### config.mk
export PLATFORM = sky130hd
export DESIGN_NAME = jtag_user_dr
export DESIGN_NICKNAME = d
export VERILOG_FILES = /design/src/rtl/jtag_dr_pkg.sv /design/src/rtl/user_dr_latch.sv /design/src/rtl/jtag_user_dr.sv
export SDC_FILE = /design/constraint.sdc
export NUM_CORES = 1
export LEC_CHECK = 0
export ABC_AREA = 1
export CORE_AREA = 2 2 83 85
export CTS_CLUSTER_DIAMETER = 30
export DETAILED_ROUTE_END_ITERATION = 12
export DIE_AREA = 0 0 85 87
export PLACE_DENSITY_LB_ADDON = 0.25
export REMOVE_ABC_BUFFERS = 1
export SYNTH_ARGS = -nofsm -noshare
export SYNTH_HDL_FRONTEND = slang
export SYNTH_SLANG_ARGS = --single-unit
export TNS_END_PERCENT = 10
### constraint.sdc
create_clock -name tck -period 1.4 [get_ports tck]
set_input_delay 0.35 -clock tck [delete_from_list [all_inputs] [get_ports tck]]
set_output_delay 0.35 -clock tck [all_outputs]
set_load 0.01 [all_outputs]
### src/rtl/jtag_dr_pkg.sv
// Shared types and sizing helpers for the JTAG user data register.
package jtag_dr_pkg;

    typedef enum logic {
        IDLE  = 1'b0,
        ARMED = 1'b1
    } dr_state_t;

    // Counter must reach WIDTH+1 so that over-length shifts stay distinguishable.
    function automatic int cnt_w(input int width);
        return $clog2(width + 2);
    endfunction

endpackage

### src/rtl/user_dr_latch.sv
// Per-chain update latch: holds the committed word and pulses a strobe
// for the single tck cycle after each commit.
module user_dr_latch #(
    parameter int WIDTH = 8
) (
    input  logic             tck,
    input  logic             reset_n,
    input  logic             commit,
    input  logic [WIDTH-1:0] d,
    output logic [WIDTH-1:0] q,
    output logic             strobe
);

    logic [WIDTH-1:0] r_q;
    logic             r_strobe;

    always_ff @(posedge tck or negedge reset_n) begin
        if (!reset_n) begin
            r_q      <= '0;
            r_strobe <= 1'b0;
        end else begin
            r_strobe <= commit;
            if (commit) begin
                r_q <= d;
            end
        end
    end

    assign q      = r_q;
    assign strobe = r_strobe;

endmodule

### src/rtl/jtag_user_dr.sv
// Multi-chain JTAG user data register with bypass and exact-length update
// checking; all actions run on tck through capture/shift/update enables.
module jtag_user_dr
    import jtag_dr_pkg::*;
#(
    parameter int WIDTH     = 8,
    parameter int NCHAIN    = 4,
    parameter int CHECK_LEN = 1,
    parameter int SELW      = (NCHAIN > 1) ? $clog2(NCHAIN) : 1
) (
    input  logic                     tck,
    input  logic                     reset_n,
    input  logic                     capture_dr,
    input  logic                     shift_dr,
    input  logic                     update_dr,
    input  logic [SELW-1:0]          chain_sel,
    input  logic                     chain_valid,
    input  logic                     tdi,
    output logic                     tdo,
    input  logic [NCHAIN*WIDTH-1:0]  cap_data,
    output logic [NCHAIN*WIDTH-1:0]  upd_data,
    output logic [NCHAIN-1:0]        upd_strobe,
    output logic                     len_err
);

    localparam int             CNT_W    = cnt_w(WIDTH);
    localparam logic [CNT_W-1:0] CNT_FULL = CNT_W'(WIDTH);
    localparam logic [CNT_W-1:0] CNT_SAT  = CNT_W'(WIDTH + 1);

    dr_state_t        r_state;
    logic [WIDTH-1:0] r_sr;
    logic             r_byp;
    logic [SELW-1:0]  r_sel;
    logic             r_use_byp;
    logic [CNT_W-1:0] r_cnt;
    logic             r_len_err;

    logic [WIDTH-1:0]  w_cap_word;
    logic              w_cap_hit;
    logic              w_do_shift;
    logic              w_do_update;
    logic              w_len_ok;
    logic [NCHAIN-1:0] w_commit;

    // An index with no matching chain leaves w_cap_hit low and falls back to bypass.
    always_comb begin
        w_cap_word = '0;
        w_cap_hit  = 1'b0;
        for (int n = 0; n < NCHAIN; n++) begin
            if (chain_sel == SELW'(n)) begin
                w_cap_word = cap_data[n*WIDTH +: WIDTH];
                w_cap_hit  = 1'b1;
            end
        end
    end

    assign w_do_shift  = shift_dr & ~capture_dr & (r_state == ARMED);
    assign w_do_update = update_dr & ~capture_dr & ~shift_dr & (r_state == ARMED);
    assign w_len_ok    = (r_cnt == CNT_FULL) || (CHECK_LEN == 0);

    always_ff @(posedge tck or negedge reset_n) begin
        if (!reset_n) begin
            r_state   <= IDLE;
            r_sr      <= '0;
            r_byp     <= 1'b0;
            r_sel     <= '0;
            r_use_byp <= 1'b0;
            r_cnt     <= '0;
            r_len_err <= 1'b0;
        end else if (capture_dr) begin
            r_sel     <= chain_sel;
            r_use_byp <= ~chain_valid | ~w_cap_hit;
            r_sr      <= w_cap_word;
            r_byp     <= 1'b0;
            r_cnt     <= '0;
            r_len_err <= 1'b0;
            r_state   <= ARMED;
        end else if (w_do_shift) begin
            if (r_use_byp) begin
                r_byp <= tdi;
            end else begin
                r_sr <= {tdi, r_sr[WIDTH-1:1]};
            end
            if (r_cnt != CNT_SAT) begin
                r_cnt <= r_cnt + 1'b1;
            end
        end else if (w_do_update) begin
            if (!r_use_byp && !w_len_ok) begin
                r_len_err <= 1'b1;
            end
            r_state <= IDLE;
        end
    end

    genvar g;
    generate
        for (g = 0; g < NCHAIN; g++) begin : g_chain
            assign w_commit[g] = w_do_update & ~r_use_byp & w_len_ok & (r_sel == SELW'(g));

            user_dr_latch #(
                .WIDTH (WIDTH)
            ) u_latch (
                .tck     (tck),
                .reset_n (reset_n),
                .commit  (w_commit[g]),
                .d       (r_sr),
                .q       (upd_data[g*WIDTH +: WIDTH]),
                .strobe  (upd_strobe[g])
            );
        end
    endgenerate

    assign tdo     = r_use_byp ? r_byp : r_sr[0];
    assign len_err = r_len_err;

endmodule

# Word-level counts from Yosys, hierarchy flattened
# Cells that the tools add are included.
# op_classes
muxes,25
bitwise,17
addsub,1
eq_ne,10
n_reduce_logical,15
# ops
op,n
two-way mux 8 bit,7
two-way mux 1 bit,15
two-way mux 4 bit,3
bitwise AND 1 bit,11
nonzero test 2 bit,5
"equality test 2 bit, second input constant",4
AND reduction 2 bit,4
NOT 1 bit,5
"adder 4 x 1 -> 4 bit, second input constant",1
"equality test 2 x 1 -> 1 bit, second input constant",2
"equality test 4 bit, second input constant",1
logical NOT 2 bit,2
"!= test 2 bit, second input constant",2
"!= test 4 bit, second input constant",1
AND reduction 3 bit,1
logical NOT 1 bit,2
logical AND 1 bit,1
OR 1 bit,1
# word_totals
input_bits,41
word_cells,83
regBits,54

# Logic depth before layout (Yosys ltp)
# logic_depth
depth_word,7
depth_mapped,7

# Hierarchy
# Synthesis repeated with hierarchy kept, for this count alone.
# unflattened
hier_cells,322
hier_area_um2,2572.5
# by_module_without_submodules
module,cells_per_inst,n_inst,area_per_inst_um2
user_dr_latch,35,4,330.3
jtag_user_dr,182,1,1251.2

# Least setup slack after synthesis
# No wires, ideal clock.
# synth_timing
path_type,flip-flop to flip-flop
start,register r_cnt[0]
end,register g_chain[0].u_latch.r_q[0]
arrival_ns,1.325
slack_ns,-0.042
path_stages_with_launch,8
t_required_ns,1.283
path_cell_list,dfrtp_1 > inv_1 > ha_1 > nand3_1 > nor2_8 > nand2_2 > nand2_1 > nand2_1
# synth_via
elab_chain_cells,3
# synth_lines
item,line_no,source
"start, declared",jtag_user_dr.sv:35,logic [CNT_W-1:0] r_cnt;
"start signal, assigned",jtag_user_dr.sv:85,r_cnt <= r_cnt + 1'b1;
equality test 4 bit,jtag_user_dr.sv:59,assign w_len_ok = (r_cnt == CNT_FULL) || (CHECK_LEN == 0);
bitwise AND 1 bit (2 in series),jtag_user_dr.sv:98,assign w_commit[g] = w_do_update & ~r_use_byp & w_len_ok & (r_sel == SELW'(g));
"end signal, assigned",user_dr_latch.sv:19,r_q <= '0;
"end signal, assigned",user_dr_latch.sv:24,r_q <= d;
"end, declared",user_dr_latch.sv:14,logic [WIDTH-1:0] r_q;
# No other way between the ends.
# A chain may end at the register's enable or synchronous reset.

# Worst setup path after layout
# layout_timing
start,register r_use_byp
end,output tdo
# layout_via
elab_chain_cells,1
# layout_lines
item,line_no,source
"start, declared",jtag_user_dr.sv:34,logic r_use_byp;
"start signal, assigned",jtag_user_dr.sv:72,r_use_byp <= ~chain_valid | ~w_cap_hit;
two-way mux 1 bit,jtag_user_dr.sv:113,assign tdo = r_use_byp ? r_byp : r_sr[0];
"end, declared",jtag_user_dr.sv:19,"output logic tdo,"
# No other way between the ends.

==> impl_metrics.yaml <==
synth:
  synthMuxAreaShare: 0
  synthAdderAreaFrac: 0.0142
  syn_inst: 335
  syn_area_per_cell_sq_um: 7.88
  synth-seq-area-share: 0.512
  synth_area_leaders: "dfrtp_1, nand2_1, nand3_1, nor2_1, o21ai_0"
  synth_cell_types: 24
  yosysTopAreaCell: "dfrtp_1"
  synth_warnings: 0
  ys_ff_latch: 54
  syn-cell-area_sq_um: 2640
  synth_top_family_by_area: "simple AND/OR/NAND/NOR gates"
  synth_compound_area_frac: 0.0569
  yosys.area_share.simple: 0.344
  synthXorXnorAreaFrac: 0.00332
  netlist.area_leader.share: 0.512
floorplan:
  core_sq_um: 6570
  start_util: 0.402
  dieArea_sq_um: 7400
  boundaryPins: 79
  dieHeight_microns: 87
  die_width_microns: 85
  rows: 30
route:
  routedWlPerCell_microns: 12.7
  vias: 2561
  drt_pre_antenna_iters: 4
  via_per_inst: 4.86
  drc: 0
  ant_nets: 0
  drt_iter0_drc: 134
  drt-total-wl_microns: 6700
clocking:
  ctsHoldBuffers: 0
  numCtsBuffers: 5
  cts-root-buf: "clkbuf_8"
  numClockSinks: 54
  tritoncts: "yes"
  clk_pin_slew_ns: 0.09
  htreeDepth: 2
  clk_latency_ns: 0.31
  cts_buffer_depth: 2
place:
  port-buffer-count: 78
  placed_area_sq_um: 3640
  dpl.hpwl_microns: 4800
  gp_congestion: 0.807
  pre_cts_ws_ns: -0.461
power_and_ir_drop:
  leakage_uw: 0.00216
  vdd_ir_drop_max_uv: 620
  powerDensity_nw_per_um2: 863
  power_uw: 3340
worst_setup_path:
  required_ns: 1.05
  worst-path-max-fanout: 4
  r2r-start: "r_cnt[1]"
  crit_path_end_kind: "output port"
  crit_path_start_kind: "flip-flop"
  worstPathArrival_ns: 1.07
  reg2reg_depth: 7
  path_class: "reg -> out"
  critPathLaunch: "r_use_byp"
finish:
  nNetsFinal: 490
  multi_input_area_sq_um: 1210
  layout-drive-gt1-share: 0.161
  area_growth_pct: 46.6
  diodes: 0
  final_cell_mix: "nand2_1, dfrtp_1, nand3_1"
  final_common_cell: "nand2_1"
  seq_area_sq_um: 1350
  fin_area_sq_um: 3870
  nFillCells: 633
sta:
  relSlewSlack: 0.718
  slew_violations: 0
  hold_viol_final: 0
  post-route-min-period_ns: 1.42
  worstMarginPinSlew_ns: 0.421
  finalWorstSetupSlack_ns: -0.0174
  fin_worst_skew_ns: 0.00417
  rsz0062_at_grt: "yes"
  max_freq_ghz: 0.706
  setup_violations: 3
  finalCritPeriodShare: 1.01
global_route:
  grt_max_degree: 55
  grt-ovfl-total: 0
  track_usage: 0.190
  grt_pass1_wl_microns: 11300
  antenna_found_initial: 0
  grt_pass1_vias: 2538
status:
  outcome: "finished, violations left"
  violations: "negative setup slack"
run:
  cap_violations: 0
worst_hold_path:
  min_path_type: "in -> async"
[logic make-up after synthesis]
group	after synthesis
AO/OA/AOI/OAI	29
flip-flops	54
buffers and inverters	36
AND/OR/NAND/NOR	212
adder cells (fa/ha/maj)	3
XOR/XNOR	1
[per-layer routing]
| metal | GRT usage | part of all wire | up-vias |
|---|---|---|---|
| met5 | 0 | 0 | - |
| met4 | 0.0736 | 0.021 | 0 |
| met3 | 0.0370 | 0.058 | 11 |
| met2 | 0.337 | 0.49 | 79 |
| met1 | 0.229 | 0.43 | 1172 |
| li1 | - | - | 1299 |
[cell usage after synthesis]
master,n
xor2_1,1
o21a_1,1
clkbuf_1,3
nor2_4,1
nand4_1,2
buf_6,4
nor4_1,1
nand2_2,4
a21oi_1,9
ha_1,3
nand3_2,1
buf_4,4
inv_2,5
nor2_2,1
nand2_1,106
nor2_1,45
o21ai_0,18
inv_1,16
nor2_8,1
dfrtp_1,54
buf_2,2
clkinv_1,2
o21bai_1,1
nand3_1,50
[per-stage QoR]
step / TNS [ns] / utilization / hold WS (ns) / cells
global route: -1.67 / 0.589 / 0.0396 / 527
finish: -0.0381 / 0.589 / 0.0188 / 527
detailed placement: -20.42 / 0.554 / 0.368 / 508
global placement: -18.62 / 0.554 / 0.366 / 508
CTS: -1.24 / 0.570 / 0.0280 / 518
floorplan: -6.69 / - / 0.0544 / 322
[report_power, final]
group / internal (uW) / leakage, uW / switching [uW]
Sequential: 1630 / 0.000720 / 122
Combinational: 304 / 0.00139 / 320
Clock: 454 / 0.0000544 / 503
Total: 2390 / 0.00216 / 945
[area by class of cell]
cell class | instances | share of cell area
Clock buffer | 7 | 0.0249
Timing Repair Buffer | 113 | 0.262
Multi-Input combinational cell | 249 | 0.313
Clock inverter | 1 | 0.00226
Inverter | 23 | 0.0223
Sequential cell | 54 | 0.349
Tap cell | 80 | 0.0259
[state kept, by name, indices dropped and copies added (netlist names)]
name,flops
r_sel,2
r_sr,8
r_use_byp,1
len_err,1
r_state,1
r_byp,1
g_chain.u_latch.q,32
r_cnt,4
g_chain.u_latch.strobe,4
[critical path, stage by stage, from the launching register on]
cell,delay [ns]
dfrtp_1,0.40
inv_2,0.09
nand2_1,0.05
o21ai_1,0.07
buf_2,0.15
[worst paths after layout]
| check | endpoint | slack [ns] |
|---|---|---|
| worst max-delay path | tdo | -0.02 |
| max in group asynchronous | g_chain[2].u_latch.q[7] | 1.15 |
| worst min-delay path | g_chain[1].u_latch.q[1] | 0.02 |
| worst max register to register | g_chain[0].u_latch.q[6] | -0.01 |
| worst min register to register | g_chain[2].u_latch.q[5] | 0.47 |
| min in group tck | g_chain[2].u_latch.q[5] | 0.47 |
[repair_timing]
action,CTS,global route
resized for setup,50,17
cloned,2,2
endpoints found under the setup margin,85,48
pin swaps,4,12
buffers inserted,0,7
(Power assumes the default switching activity.)
